`src/rtl/mem_arbiter.sv`:
```
// Two-requester arbiter in front of the single-port word memory, with one-deep read tracking.
// Define ARB_FIXED_PRIO_EN to give requester 0 absolute priority instead of round-robin.
module mem_arbiter #(
    parameter int unsigned ADDR_W = 10,
    parameter int unsigned DATA_W = 32
) (
    input  logic              clk_i,
    input  logic              rst_i,
    input  logic              req0_i,
    input  logic              we0_i,
    input  logic [ADDR_W-1:0] addr0_i,
    input  logic [DATA_W-1:0] wdata0_i,
    input  logic              req1_i,
    input  logic              we1_i,
    input  logic [ADDR_W-1:0] addr1_i,
    input  logic [DATA_W-1:0] wdata1_i,
    output logic              gnt0_o,
    output logic              gnt1_o,
    output logic              rvalid0_o,
    output logic              rvalid1_o,
    output logic [DATA_W-1:0] rdata0_o,
    output logic [DATA_W-1:0] rdata1_o,
    output logic [ADDR_W-1:0] mem_addr_o,
    output logic              mem_rd_en_o,
    output logic              mem_wr_en_o,
    output logic [DATA_W-1:0] mem_wdata_o,
    input  logic [DATA_W-1:0] mem_data_i
);

    typedef enum logic [1:0] {IDLE, PEND0, PEND1} state_t;

    state_t state, state_next;
    logic   rd_gnt0, rd_gnt1;

`ifdef ARB_FIXED_PRIO_EN
    always_comb begin
        gnt0_o = !rst_i && req0_i;
        gnt1_o = !rst_i && req1_i && !req0_i;
    end
`else
    // last_gnt = 1 means requester 0 wins the next conflict.
    logic last_gnt;

    always_comb begin
        gnt0_o = !rst_i && req0_i && (!req1_i || last_gnt);
        gnt1_o = !rst_i && req1_i && (!req0_i || !last_gnt);
    end

    always_ff @(posedge clk_i) begin
        if (rst_i)       last_gnt <= 1'b1;
        else if (gnt0_o) last_gnt <= 1'b0;
        else if (gnt1_o) last_gnt <= 1'b1;
    end
`endif

    always_comb begin
        mem_addr_o  = '0;
        mem_rd_en_o = 1'b0;
        mem_wr_en_o = 1'b0;
        mem_wdata_o = '0;
        if (gnt0_o) begin
            mem_addr_o  = addr0_i;
            mem_rd_en_o = !we0_i;
            mem_wr_en_o = we0_i;
            mem_wdata_o = wdata0_i;
        end else if (gnt1_o) begin
            mem_addr_o  = addr1_i;
            mem_rd_en_o = !we1_i;
            mem_wr_en_o = we1_i;
            mem_wdata_o = wdata1_i;
        end
    end

    assign rd_gnt0 = gnt0_o && !we0_i;
    assign rd_gnt1 = gnt1_o && !we1_i;

    always_ff @(posedge clk_i) begin
        if (rst_i) state <= IDLE;
        else       state <= state_next;
    end

    always_comb begin
        state_next = IDLE;
        if (rd_gnt0)      state_next = PEND0;
        else if (rd_gnt1) state_next = PEND1;
    end

    // Gating with rst_i drops a read whose data would land during reset.
    always_comb begin
        rvalid0_o = !rst_i && (state == PEND0);
        rvalid1_o = !rst_i && (state == PEND1);
        rdata0_o  = rvalid0_o ? mem_data_i : '0;
        rdata1_o  = rvalid1_o ? mem_data_i : '0;
    end

endmodule

```
`config.mk`:
```
export PLATFORM = sky130hd
export DESIGN_NAME = mem_arbiter
export DESIGN_NICKNAME = d
export VERILOG_FILES = /design/src/rtl/mem_arbiter.sv
export SDC_FILE = /design/constraint.sdc
export NUM_CORES = 1
export LEC_CHECK = 0
export CAP_MARGIN = 10
export CORE_AREA = 5 5 87 89
export DETAILED_ROUTE_END_ITERATION = 7
export DIE_AREA = 0 0 92 94
export PLACE_DENSITY = 0.79
export SYNTH_ARGS = -nofsm -noshare
export SYNTH_HDL_FRONTEND = slang
export SYNTH_SLANG_ARGS = --single-unit
```
`constraint.sdc`:
```
create_clock -name clk_i -period 1.8 [get_ports clk_i]
set_input_delay 0.36 -clock clk_i [delete_from_list [all_inputs] [get_ports clk_i]]
set_output_delay 0.36 -clock clk_i [all_outputs]
set_load 0.02 [all_outputs]
```
* Word level (Yosys, flattened, before mapping) *
Index checks and enable logic that the tools add are counted.
Widths: inputs -> output; s select.

word-level totals
  output and inout port bits = 112
  bits in registers = 3
  logic and storage cells = 37
  input port bits = 122

cells by class
  multiplexer cells = 14
  reduce and logical (&&, ||, !) cells = 18
  equality and inequality tests = 2

operator list
  operator            number
  $mux 32             4
  $mux 10             2
  $logic_and 1x1->1   8
  $mux 1              7
  $logic_not 1->1     6
  $eq 2x1->1 const B  1
  $eq 2x2->1 const B  1
  $logic_or 1x1->1    2
  $mux 2              1
  $reduce_bool 2->1   1
  $reduce_or 2->1     1

* Longest topological paths before layout *
Gate-level depths: netlist of the first run.

  depth in word-level cells = 6
  mapped depth = 5
  depth with buffers taken out = 3

* Worst setup path before layout of the first run *
Ideal clock, no wire load.

  kind = flip-flop to output port
  start point = register last_gnt
  end point = output mem_rd_en_o
  required time = 1.440 ns
  setup slack = 0.205 ns
  data arrival time = 1.235 ns
  stages on the path, launching flop included = 5
  buffers on the path = 1
  cells stage by stage = dfxtp_1 nand2b_1 buf_6 nand2_1 o31ai_1

on the way
  cells in the longest elaborated chain, start to end = 5
  elaborated cells on any way between the ends = 7
  classes of those cells = 2 x mux; 5 x reduce/logical

RTL lines
  item                      RTL line  source
  start: declaration        42        logic last_gnt;
  start signal: assignment  50        if (rst_i) last_gnt <= 1'b1;
  start signal: assignment  51        else if (gnt0_o) last_gnt <= 1'b0;
  start signal: assignment  52        else if (gnt1_o) last_gnt <= 1'b1;
  $logic_not 1->1           46        gnt1_o = !rst_i && req1_i && (!req0_i || !last_gnt);
  $logic_or 1x1->1          46
  $logic_and 1x1->1         46
  $mux 1                    66        end else if (gnt1_o) begin
  $mux 1 *                  61        if (gnt0_o) begin
  end: declaration          24        output logic mem_rd_en_o,

Every way passes the cells marked *; elsewhere a longest branch is shown, timed or not.

* Worst setup path in the final report of the first run *
  start point = input req1_i
  end point = output mem_wdata_o[31]

on the way
  cells in the longest elaborated chain, start to end = 4
  elaborated cells on any way between the ends = 7
  classes of those cells = 2 x mux; 5 x reduce/logical

RTL lines
  item                                                   RTL line  source
  start: declaration                                     13        input logic req1_i,
  $logic_and 1x1->1 or $logic_not 1->1 (tied branches)   46, 45
  $logic_and 1x1->1 or $logic_or 1x1->1 (tied branches)  46, 45
  $mux 32 or $logic_and 1x1->1 (tied branches)           66, 45
  $mux 32 *                                              61
  end: declaration                                       26        output logic [DATA_W-1:0] mem_wdata_o,

Marked as above.

==> flow_summary.ini, run 1 <==
[outcome]
outcome = finished, violations left
violations = negative setup slack

[cts]
hold_buffers = 0
path_clk_slew_ns = 0.03
cts_buffers = 3
ctsHtreeMaxLevel = 1
tritoncts = yes
cts-root-buf = clkbuf_8
clock_path_buffers = 2
clock_sinks = 3
clock_latency_ns = 0.21

[synthesis]
syn-num-nets = 318
yosys_most_used_dff = dfxtp_1
synth_warnings = 0
yosys-top-cells-area = and2_1 30%, a32oi_1 29%, nor2_1 13%, buf_6 10%, dfxtp_1 4.5%
async_flop_share_pct = 0
synth_commonest_cells = 64 x and2_1, 46 x nor2_1, 43 x a32oi_1
synthMostInstantiatedCell = and2_1
synth_seq_cells = 3
yosysTopAreaCellShare_pct = 30.3
synth_area_sq_um = 1320
yosysSeqAreaShare_pct = 4.55
ys_types = 16
syn_inst = 196
yosysTopAreaCell = and2_1
synth_edf_count = 0
syn_area_per_cell_sq_um = 6.73

[sta]
fmax_ghz = 0.539
period_minus_slack_ns = 1.86
finClkSkew_ns = 0.000766
setup_violations = 15
slew_headroom_pct = 84.9
hold_violations = 0
maxSlewViolCount = 0
min_period_over_period_pct = 103
worstMarginPinSlew_ns = 0.227
grt_setup_unrepaired = yes
layout_setup_ws_ns = -0.0550

[critical_path]
cp_top_family = buffers and inverters
crit_type = in2out
cp_cell_sequence = clkdlybuf4s15_2 -> a21boi_4 -> buf_4 -> buf_12 -> a32oi_1 -> nor2_1 -> buf_4
cpMaxStageDelayCell = a21boi_4
cp.arrival_ns = 1.50
critPathMaxFanout = 9
r2r_cells = 6
cp_common_cell = buf_4
crit_buf_inv = 4
critPathCaptureType = output port
cp_num_cells = 7
cp_slowest_stage_delay_ns = 0.25
worstSetupStartpointType = input port
required_ns = 1.44

[grt]
grt_start_max_net_pins = 40
grt_pass1_vias = 2439
grt-ovfl-total = 0
antenna_found_initial = 0
grt_usage_pct = 18.0
grt_pass1_wl_microns = 12600

[placement]
place.gp.congestion = 0.790
port-buffer-count = 233
placed_area_sq_um = 3730
dp_slack_ns = -0.765
hpwl_microns = 6780

[route]
wirelength_microns = 9320
via_per_inst = 4.80
drt_iter0_markers = 64
wl_per_cell_microns = 18.1
first_pass_iters = 4
drc = 0
num_vias = 2465
final_antenna_net_count = 0

[die]
core_sq_um = 6680
die_w_microns = 92
start_util_pct = 19.8
ios = 234
fp.dieH_microns = 94
rows = 30
dieArea_sq_um = 8650

[finish]
nets = 557
multi_input_area_sq_um = 1060
area_growth_pct = 174
regArea_sq_um = 63.8
fillCellCount = 688
num_antenna_cells = 0
final_core_util_pct = 54.1
finish.instance_area_sq_um = 3620
drive_gt1_share_pct = 34.8

[job]
drv_cap = 0

[min_path]
holdPathStages = 3
min_path_type = in2reg

[pwr]
peakVddDrop_v = 0.000159
power_mw = 1.09
p_leak_nw = 1.75
power.density_nw_per_um2 = 301
## routing by layer
metal	track usage, %	vias up	part of all wire, %
li1	-	1181	-
met1	19.2	1128	37
met2	35.0	150	53
met3	4.81	6	8.6
met4	4.46	0	0.91
met5	0	-	0
## power by group
| part | switching [mW] | total, mW | leakage [nW] | internal [mW] |
|---|---|---|---|---|
| combinational | 0.347 | 0.815 | 1.70 | 0.468 |
| sequential | 0.00350 | 0.0748 | 0.0254 | 0.0713 |
| clock | 0.0454 | 0.197 | 0.0228 | 0.151 |
## layout by cell type (no fill, tap or decap), types with 3 or more instances in the layout
cell,count
clkdlybuf4s50_1,118
buf_12,8
dfxtp_2,3
clkbuf_8,3
buf_2,74
clkbuf_16,5
nor2_1,45
buf_6,5
buf_4,41
and2_1,63
buf_16,3
nand2_1,5
a32oi_1,43
## worst paths after layout
check                        startpoint                    end  slack (ns)
setup / recovery                 req1_i        mem_wdata_o[31]       -0.06
hold / removal                    rst_i    state[0]$_SDFF_PP0_        0.60
setup reg to reg  last_gnt$_SDFFE_PP1P_    state[1]$_SDFF_PP0_        0.72
hold reg to reg   last_gnt$_SDFFE_PP1P_  last_gnt$_SDFFE_PP1P_        0.62
## flip-flops by register name, summed over array words and instances, names as in the netlist
register	count
last_gnt	1
state	2
## final cells by class
type                    count  area share (%)
clock buffers               4            1.25
inverters                   2           0.208
multi-input cells         165            29.3
flip-flops and latches      3            1.76
well taps                  80            2.77
repair buffers            260            64.7
## logic make-up after synthesis
group	share of synthesized area [%]
buf+inv	16.6
flops	4.55
compound gates	30.3
simple gates	48.5
## repair_timing
item | CTS | global route
endpoints found under the hold margin | 0 | 0
setup endpoints to repair | 111 | 107
resized for setup | 409 | 85
pin swaps | 2 | 11
buffers inserted | 2 | 4
cloned | 3 | 5
## stage by stage
step	cells	setup TNS [ns]	hold WS, ns
floorplan	196	0	0.437
global placement	497	-43.34	0.606
detailed placement	497	-45.96	0.614
CTS	506	-0.238	0.594
global route	514	-2.60	0.619
finish	514	-0.232	0.604
## worst register-to-register path: stages, from the launching register on
cell and delay (ns):
dfxtp_2 0.32, buf_6 0.12, a21boi_4 0.18, buf_6 0.17, nand2_1 0.07, buf_4 0.13
inv_1 0.04
No activity file was read; power rests on OpenSTA's default activity.
==> inputs of run 2 (changes only) <==
Settings changed: CORE_AREA 5 5 87 89 to 5 5 88 90, DIE_AREA 0 0 92 94 to 0 0 93 95, PLACE_DENSITY 0.79 to 0.77.
Clock period 1.8 ns to 1.85 ns, I/O delays scaled along.
==> run 2 against run 1 <==
Net effect: the flow now finishes without violations; critical endpoint is now mem_wr_en_o; utilization fell by 4.0 points; die area rose by 2.2%; count of clock-buffer cells in the layout unchanged; combinational power shrank 7.4%; critical path type unchanged; wire length is 7.0% lower; sequential power is 3.3% lower; final area down 3.3%.
==> flow_summary.ini, run 2 (same netlist as run 1, synthesis figures left out) <==
[outcome]
outcome = completed

[finish]
top_regs = state x2, last_gnt x1
mostFrequentLayoutCell = clkdlybuf4s50_1
multi_input_area_sq_um = 1060
drive_gt1_share_pct = 33.8
instances_no_fill = 511
largest_reg_flops = 2
final_core_util_pct = 50.1
regArea_sq_um = 63.8
area_growth_pct = 165
nets = 552
largest-register = state
fillCellCount = 714
layout_common_cells = 118 x clkdlybuf4s50_1, 64 x and2_1, 54 x clkbuf_2
num_antenna_cells = 0

[cts]
cts_buffers = 3
ctsHtreeMaxLevel = 1
tritoncts = yes
cts-root-buf = clkbuf_8
clock_sinks = 3
path_clk_slew_ns = 0.03
clock_latency_ns = 0.22
clock_path_buffers = 2

[sta]
setup_violations = 0
hold_violations = 0
fmax_ghz = 0.551
finClkSkew_ns = 0.00140
maxSlewViolCount = 0
slew_headroom_pct = 84.3
grt_setup_unrepaired = yes
worstMarginPinSlew_ns = 0.235
min_period_over_period_pct = 98.1
period_minus_slack_ns = 1.81

[grt]
antenna_found_initial = 0
grt_pass1_vias = 2357
grt_start_max_net_pins = 35
grt_usage_pct = 16.3
grt_pass1_wl_microns = 11700
grt-ovfl-total = 0

[critical_path]
cp_slowest_stage_delay_ns = 0.24
r2r_slack_ns = 0.89
cpMaxStageDelayCell = clkdlybuf4s15_2
critPathCaptureType = output port
timing.rr.end = state[1]$_SDFF_PP0_
r2r_cells = 5
cp_cell_sequence = clkdlybuf4s15_2 -> a21boi_4 -> buf_6 -> clkbuf_16 -> a32oi_1 -> nor2_1 -> buf_4
critPathMaxFanout = 8
worstSetupStartpointType = input port
required_ns = 1.48
crit_type = in2out
cp.arrival_ns = 1.44
reg2reg_from = last_gnt$_SDFFE_PP1P_

[route]
final_antenna_net_count = 0
drt_iter0_markers = 31
first_pass_iters = 4
wl_per_cell_microns = 17.0
wirelength_microns = 8680
num_vias = 2414
via_per_inst = 4.72
drc = 0

[min_path]
min_path_type = in2reg
min_from = req1_i
min_to = last_gnt$_SDFFE_PP1P_
holdPathStages = 3

[placement]
hpwl_microns = 6550
port-buffer-count = 233
place.gp.congestion = 0.722
dp_cells = 499

[die]
fp.dieH_microns = 95
die_w_microns = 93
start_util_pct = 18.9
rows = 31
core_sq_um = 6980
ios = 234
dieArea_sq_um = 8840

[pwr]
p_leak_nw = 1.63
power_mw = 1.02
peakVddDrop_v = 0.000197
power.density_nw_per_um2 = 292

[job]
drv_cap = 0
[run 2: cell count changes in the layout (fill, tap and decap cells not counted), moves of 3 or more]
cell             delta
clkdlybuf4s15_2     +6
buf_4              -15
clkbuf_2           +53
buf_2              -45
buf_16              -3
[run 2: where the power goes]
group | internal [mW] | total, mW | switching, mW
Combinational | 0.427 | 0.755 | 0.328
Clock | 0.147 | 0.193 | 0.0460
Sequential | 0.0694 | 0.0723 | 0.00296
Total | 0.643 | 1.02 | 0.377
[run 2: area by class of cell]
cell class	count	area share, %
Clock buffer	4	1.29
Inverter	2	0.215
Multi-Input combinational cell	165	30.4
Sequential cell	3	1.82
Tap cell	82	2.93
Timing Repair Buffer	255	63.3
[run 2: how the worst max path moves through the flow]
stage,cells after the start,start,endpoint
after CTS,4,state[0]$_SDFF_PP0_,rdata0_o[25]
after global placement,6,req0_i,mem_addr_o[6]
final,7,req0_i,mem_wr_en_o
after detailed placement,6,req0_i,mem_wdata_o[4]
after global routing,7,last_gnt$_SDFFE_PP1P_,mem_wdata_o[17]
after floorplan,3,rst_i,mem_rd_en_o
[run 2: per-layer routing]
| layer | up-vias | wire [microns] | GRT usage [%] |
|---|---|---|---|
| met2 | 144 | 4550 | 31.3 |
| met1 | 1083 | 3240 | 17.5 |
| met3 | 14 | 745 | 4.46 |
| met4 | 0 | 132 | 4.40 |
| met5 | - | 0 | 0 |
| li1 | 1173 | - | - |
[run 2: repair_timing]
item	in CTS	in global routing
setup buffers	2	2
endpoints found under the hold margin	0	0
hold buffers	0	0
resized for setup	312	103
pin swaps	1	5
cloned	1	4
endpoints found under the setup margin	111	104
[run 2: stage by stage]
stage	hold slack [ns]	area, sq um	setup TNS, ns	setup slack, ns
finish	0.445	3500	0	0.0358
global route	0.459	3500	-0.401	-0.0350
CTS	0.545	3680	0	0.00169
detailed placement	0.628	3740	-42.62	-0.678
global placement	0.623	3740	-40.03	-0.647
floorplan	0.447	1320	0	0.241
[run 2: worst max-delay path: cells and delay by family]
family	cells	cell delay, ns
AOI/OAI and AO/OA	2	0.27
buffers and inverters	4	0.70
and+or+nand+nor	1	0.10
